<file path="src/rtl/mips_pkg.sv">
// Shared definitions for the MIPS fetch stage: fetch FSM states, the NOP encoding,
// the instruction width and a PC alignment helper.
package mips_pkg;

    localparam int INS_W = 32;
    localparam logic [INS_W-1:0] NOP = 32'h0000_0000;

    typedef enum logic [1:0] {
        REQ   = 2'd0,
        HOLD  = 2'd1,
        DRAIN = 2'd2
    } fetch_state_e;

    // Instruction addresses are word aligned; the two low bits are dropped.
    function automatic logic [31:0] pc_align(input logic [31:0] addr);
        return addr & 32'hFFFF_FFFC;
    endfunction

endpackage

</file>
<file path="src/rtl/ins_fetch_if.sv">
// Instruction-memory fetch port: the fetch stage is the master, the memory the slave.
interface ins_fetch_if;
    // Handshake: a word transfers in every cycle where oImemReq=1 and iImemAck=1
    // (ack may rise in the request cycle). While oImemReq=1 and iImemAck=0 the master
    // keeps oImemAddr stable; iImemData is meaningful only when iImemAck=1. The master
    // may drop oImemReq without an ack only on reset.
    logic        oImemReq;
    logic [31:0] oImemAddr;
    logic        iImemAck;
    logic [31:0] iImemData;

    modport master (output oImemReq, output oImemAddr, input iImemAck, input iImemData);
    modport slave  (input oImemReq, input oImemAddr, output iImemAck, output iImemData);
endinterface

</file>
<file path="src/rtl/ins_fetch_if_id_reg.sv">
// IF/ID pipeline register {ins, pc4, valid}: flush inserts a bubble, load captures a
// real instruction, otherwise the contents hold.
module if_id_reg
    import mips_pkg::*;
(
    input  logic             clk,
    input  logic             rst,
    input  logic             load,
    input  logic             flush,
    input  logic [INS_W-1:0] d_ins,
    input  logic [31:0]      d_pc4,
    output logic [INS_W-1:0] ins,
    output logic [31:0]      pc4,
    output logic             valid
);

    logic [INS_W-1:0] ins_q, ins_d;
    logic [31:0]      pc4_q, pc4_d;
    logic             valid_q, valid_d;

    always_comb begin
        ins_d   = ins_q;
        pc4_d   = pc4_q;
        valid_d = valid_q;
        if (flush) begin
            ins_d   = NOP;
            pc4_d   = 32'h0;
            valid_d = 1'b0;
        end else if (load) begin
            ins_d   = d_ins;
            pc4_d   = d_pc4;
            valid_d = 1'b1;
        end
    end

    always_ff @(posedge clk) begin
        if (rst) begin
            ins_q   <= NOP;
            pc4_q   <= 32'h0;
            valid_q <= 1'b0;
        end else begin
            ins_q   <= ins_d;
            pc4_q   <= pc4_d;
            valid_q <= valid_d;
        end
    end

    assign ins   = ins_q;
    assign pc4   = pc4_q;
    assign valid = valid_q;

endmodule

</file>
<file path="src/rtl/ins_fetch.sv">
// MIPS instruction-fetch stage: PC, skid register and REQ/HOLD/DRAIN FSM feeding IF/ID.
// Optional performance counters are built when INS_FETCH_PERF_CNT_EN is defined.
module ins_fetch
    import mips_pkg::*;
#(
    parameter logic [31:0] RESET_PC = 32'h0000_0000
) (
    input  logic               clk,
    input  logic               rst,
    input  logic               iStall,
    input  logic               iRedirect,
    input  logic [31:0]        iRedirectPC,
    ins_fetch_if.master        imem,
    output logic [INS_W-1:0]   oins,
    output logic [31:0]        oPC4,
    output logic               oValid,
    output logic [31:0]        oFetchCnt,
    output logic [31:0]        oBubbleCnt,
    output fetch_state_e       oDbgState
);

    fetch_state_e     state_q, state_d;
    logic [31:0]      pc_q, pc_d;
    logic [31:0]      drain_addr_q, drain_addr_d;
    logic [INS_W-1:0] skid_q, skid_d;
    logic [INS_W-1:0] load_ins;
    logic [31:0]      pc_plus4;
    logic             req;
    logic             accept;
    logic             ifid_load;
    logic             ifid_flush;

    // No request while parked in HOLD; reset drops the request immediately.
    assign req      = !rst && (state_q != HOLD);
    assign accept   = req && imem.iImemAck;
    assign pc_plus4 = pc_q + 32'd4;

    assign imem.oImemReq  = req;
    // A redirect moves the PC at once, but the abandoned request keeps its address.
    assign imem.oImemAddr = (state_q == DRAIN) ? drain_addr_q : pc_q;

    always_comb begin
        state_d      = state_q;
        pc_d         = pc_q;
        drain_addr_d = drain_addr_q;
        skid_d       = skid_q;
        load_ins     = imem.iImemData;
        ifid_load    = 1'b0;
        ifid_flush   = 1'b0;

        if (iRedirect) begin
            pc_d       = pc_align(iRedirectPC);
            skid_d     = NOP;
            ifid_flush = 1'b1;
            case (state_q)
                REQ: begin
                    if (!accept) begin
                        state_d      = DRAIN;
                        drain_addr_d = pc_q;
                    end
                end
                HOLD:    state_d = REQ;
                // Keep draining until the stale response has actually arrived.
                DRAIN:   if (accept) state_d = REQ;
                default: state_d = REQ;
            endcase
        end else begin
            case (state_q)
                REQ: begin
                    if (accept) begin
                        if (!iStall) begin
                            ifid_load = 1'b1;
                            pc_d      = pc_plus4;
                        end else begin
                            skid_d  = imem.iImemData;
                            state_d = HOLD;
                        end
                    end else if (!iStall) begin
                        ifid_flush = 1'b1;
                    end
                end
                HOLD: begin
                    if (!iStall) begin
                        ifid_load = 1'b1;
                        load_ins  = skid_q;
                        pc_d      = pc_plus4;
                        state_d   = REQ;
                    end
                end
                DRAIN: begin
                    if (!iStall) ifid_flush = 1'b1;
                    if (accept)  state_d    = REQ;
                end
                default: state_d = REQ;
            endcase
        end
    end

    always_ff @(posedge clk) begin
        if (rst) begin
            state_q      <= REQ;
            pc_q         <= RESET_PC;
            drain_addr_q <= 32'h0;
            skid_q       <= NOP;
        end else begin
            state_q      <= state_d;
            pc_q         <= pc_d;
            drain_addr_q <= drain_addr_d;
            skid_q       <= skid_d;
        end
    end

    if_id_reg u_if_id (
        .clk   (clk),
        .rst   (rst),
        .load  (ifid_load),
        .flush (ifid_flush),
        .d_ins (load_ins),
        .d_pc4 (pc_plus4),
        .ins   (oins),
        .pc4   (oPC4),
        .valid (oValid)
    );

    assign oDbgState = state_q;

`ifdef INS_FETCH_PERF_CNT_EN
    logic [31:0] fetch_cnt_q, fetch_cnt_d;
    logic [31:0] bubble_cnt_q, bubble_cnt_d;

    // Only cycles that write IF/ID count; stall-held cycles write nothing.
    always_comb begin
        fetch_cnt_d  = fetch_cnt_q;
        bubble_cnt_d = bubble_cnt_q;
        if (ifid_load)  fetch_cnt_d  = fetch_cnt_q + 32'd1;
        if (ifid_flush) bubble_cnt_d = bubble_cnt_q + 32'd1;
    end

    always_ff @(posedge clk) begin
        if (rst) begin
            fetch_cnt_q  <= 32'h0;
            bubble_cnt_q <= 32'h0;
        end else begin
            fetch_cnt_q  <= fetch_cnt_d;
            bubble_cnt_q <= bubble_cnt_d;
        end
    end

    assign oFetchCnt  = fetch_cnt_q;
    assign oBubbleCnt = bubble_cnt_q;
`else
    assign oFetchCnt  = 32'h0;
    assign oBubbleCnt = 32'h0;
`endif

endmodule
</file>
<file path="src/flat_wrapper.sv">
// flat-port wrapper written by rule: the top's interface ports become plain ports
module ins_fetch_flat import mips_pkg::*;
#(
    parameter logic [31:0] RESET_PC = 32'h0000_0000
)
  (clk, rst, iStall, iRedirect, iRedirectPC, oins, oPC4, oValid, oFetchCnt, oBubbleCnt, oDbgState, imem_oImemReq, imem_oImemAddr, imem_iImemAck, imem_iImemData);
  ins_fetch_if imem_i ();
  input  logic clk;
  input  logic rst;
  input  logic iStall;
  input  logic iRedirect;
  input  logic [31:0] iRedirectPC;
  output logic [INS_W-1:0] oins;
  output logic [31:0] oPC4;
  output logic oValid;
  output logic [31:0] oFetchCnt;
  output logic [31:0] oBubbleCnt;
  output fetch_state_e oDbgState;
  output wire logic [$bits(imem_i.oImemReq)-1:0] imem_oImemReq;
  output wire logic [$bits(imem_i.oImemAddr)-1:0] imem_oImemAddr;
  input wire logic [$bits(imem_i.iImemAck)-1:0] imem_iImemAck;
  input wire logic [$bits(imem_i.iImemData)-1:0] imem_iImemData;
  assign imem_oImemReq = imem_i.oImemReq;
  assign imem_oImemAddr = imem_i.oImemAddr;
  assign imem_i.iImemAck = imem_iImemAck;
  assign imem_i.iImemData = imem_iImemData;
  ins_fetch #(.RESET_PC(RESET_PC)) u_core (.clk(clk), .rst(rst), .iStall(iStall), .iRedirect(iRedirect), .iRedirectPC(iRedirectPC), .imem(imem_i), .oins(oins), .oPC4(oPC4), .oValid(oValid), .oFetchCnt(oFetchCnt), .oBubbleCnt(oBubbleCnt), .oDbgState(oDbgState));
endmodule
</file>
<file path="config.mk">
export PLATFORM = sky130hd
export DESIGN_NAME = ins_fetch_flat
export DESIGN_NICKNAME = d
export VERILOG_FILES = /design/src/rtl/mips_pkg.sv /design/src/rtl/ins_fetch_if.sv /design/src/rtl/ins_fetch_if_id_reg.sv /design/src/rtl/ins_fetch.sv /design/src/flat_wrapper.sv
export SDC_FILE = /design/constraint.sdc
export NUM_CORES = 1
export LEC_CHECK = 0
export CAP_MARGIN = 0
export CORE_ASPECT_RATIO = 0.7
export CORE_MARGIN = 5
export CORE_UTILIZATION = 30
export CTS_CLUSTER_SIZE = 30
export DETAILED_ROUTE_END_ITERATION = 6
export PLACE_DENSITY = 0.53
export SLEW_MARGIN = 10
export SYNTH_ARGS = -nofsm -noshare
export SYNTH_HDL_FRONTEND = slang
export SYNTH_SLANG_ARGS = --single-unit
</file>
<file path="constraint.sdc">
create_clock -name clk -period 1.84 [get_ports clk]
set_input_delay 0.276 -clock clk [delete_from_list [all_inputs] [get_ports clk]]
set_output_delay 0.276 -clock clk [all_outputs]
set_load 0.01 [all_outputs]
</file>
==> flow_metrics.tcl <==
set metrics [dict create \
    rows 49 \
    routedWlPerCell_um 17.24 \
    cp-startpoint "u_core.oDbgState[0]$_SDFFE_PP0P_" \
    end_kind "output port" \
    power_mw 8.549 \
    cp-start-kind "flip-flop" \
    initial_core_util 0.3046 \
    cpPeakStageDelay_ns 0.32 \
    numCtsBuffers 17 \
    drt-initial-drc-count 354 \
    die_area_um2 29470 \
    h-tree-depth 4 \
    root_buffer "clkbuf_16" \
    final.min_clock_period_ns 1.922 \
    worstPathRequired_ns 1.56 \
    status "complete, but fails checks" \
    hpwl_um 18870 \
    worst_slack_ns -0.08249 \
    worstHoldStart "rst" \
    grt_pass1_wl_um 38960 \
    wl_um 25500 \
    async_flop_share 0 \
    slowest_stage "dfxtp_2" \
    synth_ff_type "dfxtp_1" \
    drv_cap 0 \
    clk_latency_ns 0.43 \
    grt_pass1_vias 6446 \
    io_buffers 162 \
    synth.distinct_cells 58 \
    grt_setup_unrepaired "true" \
    core_area_um2 25690 \
    synth.most_common_cell "dfxtp_1" \
    violations "negative setup slack" \
    r2r_start "u_core.pc_q[7]$_SDFFE_PP0P_" \
    synth_area_per_cell_um2 8.414 \
    ys_ff_latch 157 \
    synth_cells 930 \
    ant_nets 0 \
    cts_tree "yes" \
    clk_pin_slew_ns 0.06 \
    synth.largest_area_cell "dfxtp_1" \
    relSlewSlack 0.6631 \
    setup_viol 15 \
    slew_viol_final 0 \
    cellPowerDensity_nw_per_um2 761.0 \
    worstPathMaxFanout 8 \
    synthesis.area_um2 7825 \
    via_per_inst 4.637 \
    yosys_warnings 0 \
    grt_usage 0.1704 \
    final_nets 1204 \
    fp.dieW_um 203.0 \
    max_freq_mhz 520.2 \
    drive_above_1_share 0.2136 \
    clock_tree.buffer_depth 2 \
    p_leak_nw 4.161 \
    worst-path-buf-inv 3 \
    overflow 0 \
    dieHeight_um 145.1 \
    grt_max_degree 41 \
    ir_worst_vdd_v 0.0006428 \
    hold_viol 0 \
    synth-edff-count 0 \
    arrival_ns 1.65 \
    ioPinCount 233 \
    fin_skew_ns 0.01263 \
    synth_top_area_frac 0.4017 \
    hp-class "in -> reg" \
    dr_total_vias 6858 \
    area_growth_pct 43.57 \
    fillers 2553 \
    seq_area_frac_synth 0.4017 \
    tightest_slew_ns 0.5037 \
    gp_congestion 0.8615 \
    drc 0 \
    cp_top_family "buffers and inverters" \
    crit_path_cell_trace "nand2b_4 > buf_12 > buf_16 > mux2_4 > buf_6" \
    synth_area_leaders "dfxtp_1 40%, a211oi_1 7.1%, nand2_1 7.1%" \
    synth_common_cells "157 x dfxtp_1, 148 x nand2_1, 103 x nor2_1" \
    antenna_found_initial 0 \
    path_class "reg -> out" \
    period_share 1.045 \
    clock_sinks 157 \
    totalNegativeSetupSlack_ns -1.120 \
    fin_util 0.4373 \
    dr.pass1.iters 5 \
]
## cell usage in the layout (no fill, tap or decap), types with 30 or more instances in the layout
cell type / netlist / final
dfxtp_1: 157 / 149
nand2_1: 148 / 146
clkdlybuf4s50_1: 0 / 128
nor2_1: 103 / 102
buf_4: 68 / 83
a211oi_1: 74 / 73
conb_1: 1 / 68
a21oi_1: 67 / 66
mux2i_1: 33 / 33
buf_6: 0 / 31
mux2_4: 0 / 30
## per-layer routing
layer / vias up / GRT usage / share of wire
met5: - / 0 / 0
met1: 3199 / 0.2703 / 0.55
met3: 12 / 0.04171 / 0.053
li1: 3472 / - / -
met4: 0 / 0.03741 / 0.0087
met2: 175 / 0.2291 / 0.39
## metrics by stage
step	cell area [µm²]	setup WS [ns]	hold slack, ns	instances
floorplan	8077	-0.005625	0.3657	997
global placement	10200	-0.1946	0.4388	1434
detailed placement	10200	-0.2302	0.4447	1434
CTS	11090	-0.1160	0.3221	1471
global route	11230	-0.1402	0.3531	1478
finish	11230	-0.08249	0.3470	1479
## registers in the layout, indices dropped and copies added (netlist names)
name / cells
u_core.skid_q: 32
u_core.u_if_id.ins: 32
u_core.drain_addr_q: 30
u_core.pc_q: 30
u_core.u_if_id.pc4: 30
u_core.oDbgState: 2
u_core.u_if_id.valid: 1
## cell families (layout without fill, tap and decap cells)
family,after synthesis,after routing,share of synthesized area
multiplexers,63,63,0.08539
AND/OR/NAND/NOR,332,332,0.1957
buffers and inverters,157,307,0.1116
flip-flops,157,157,0.4017
other,1,69,0.0004792
AO/OA/AOI/OAI,175,175,0.1543
adder cells (fa/ha/maj),1,1,0.001599
XOR/XNOR,44,44,0.04925
## final cells by class
type | instances | area [µm²] | share of cell area
Multi-Input combinational cell | 683 | 4320 | 0.3846
Sequential cell | 157 | 3156 | 0.2809
Timing Repair Buffer | 267 | 2721 | 0.2422
Clock buffer | 20 | 446.7 | 0.03976
Tap cell | 331 | 414.1 | 0.03686
Clock inverter | 12 | 143.9 | 0.01281
Inverter | 8 | 30.03 | 0.002673
Antenna cell | 1 | 2.502 | 0.0002227
## report_power, final
group	internal (mW)	switching, mW	total [mW]
Combinational	0.654	0.693	1.35
Sequential	3.50	0.0838	3.58
Clock	2.16	1.46	3.62
Total	6.31	2.24	8.55
## path summary, 6_finish.rpt
kind | endpoint | slack [ns] | depth (start not counted)
setup / recovery | imem_oImemAddr[29] | -0.08 | 5
hold / removal | u_core.drain_addr_q[26]$_SDFFE_PP0P_ | 0.35 | 3
setup reg to reg | u_core.u_if_id.pc4[23]$_SDFFE_PP0P_ | 0.09 | 5
hold reg to reg | u_core.drain_addr_q[18]$_SDFFE_PP0P_ | 0.45 | 2
## timing repair
action                                  CTS  global route
endpoints found under the setup margin   36            82
setup buffers                             2             8
gates resized for setup                 192            31
hold buffers                              0             0
pin swaps                                 2            10
cloned                                    3             0
hold endpoints to repair                  0             0
## tightest hold or removal path: stages
cell	delay [ns]
buf_2	0.14
buf_4	0.21
a21oi_1	0.12
No activity file was read; power rests on OpenSTA's default activity.
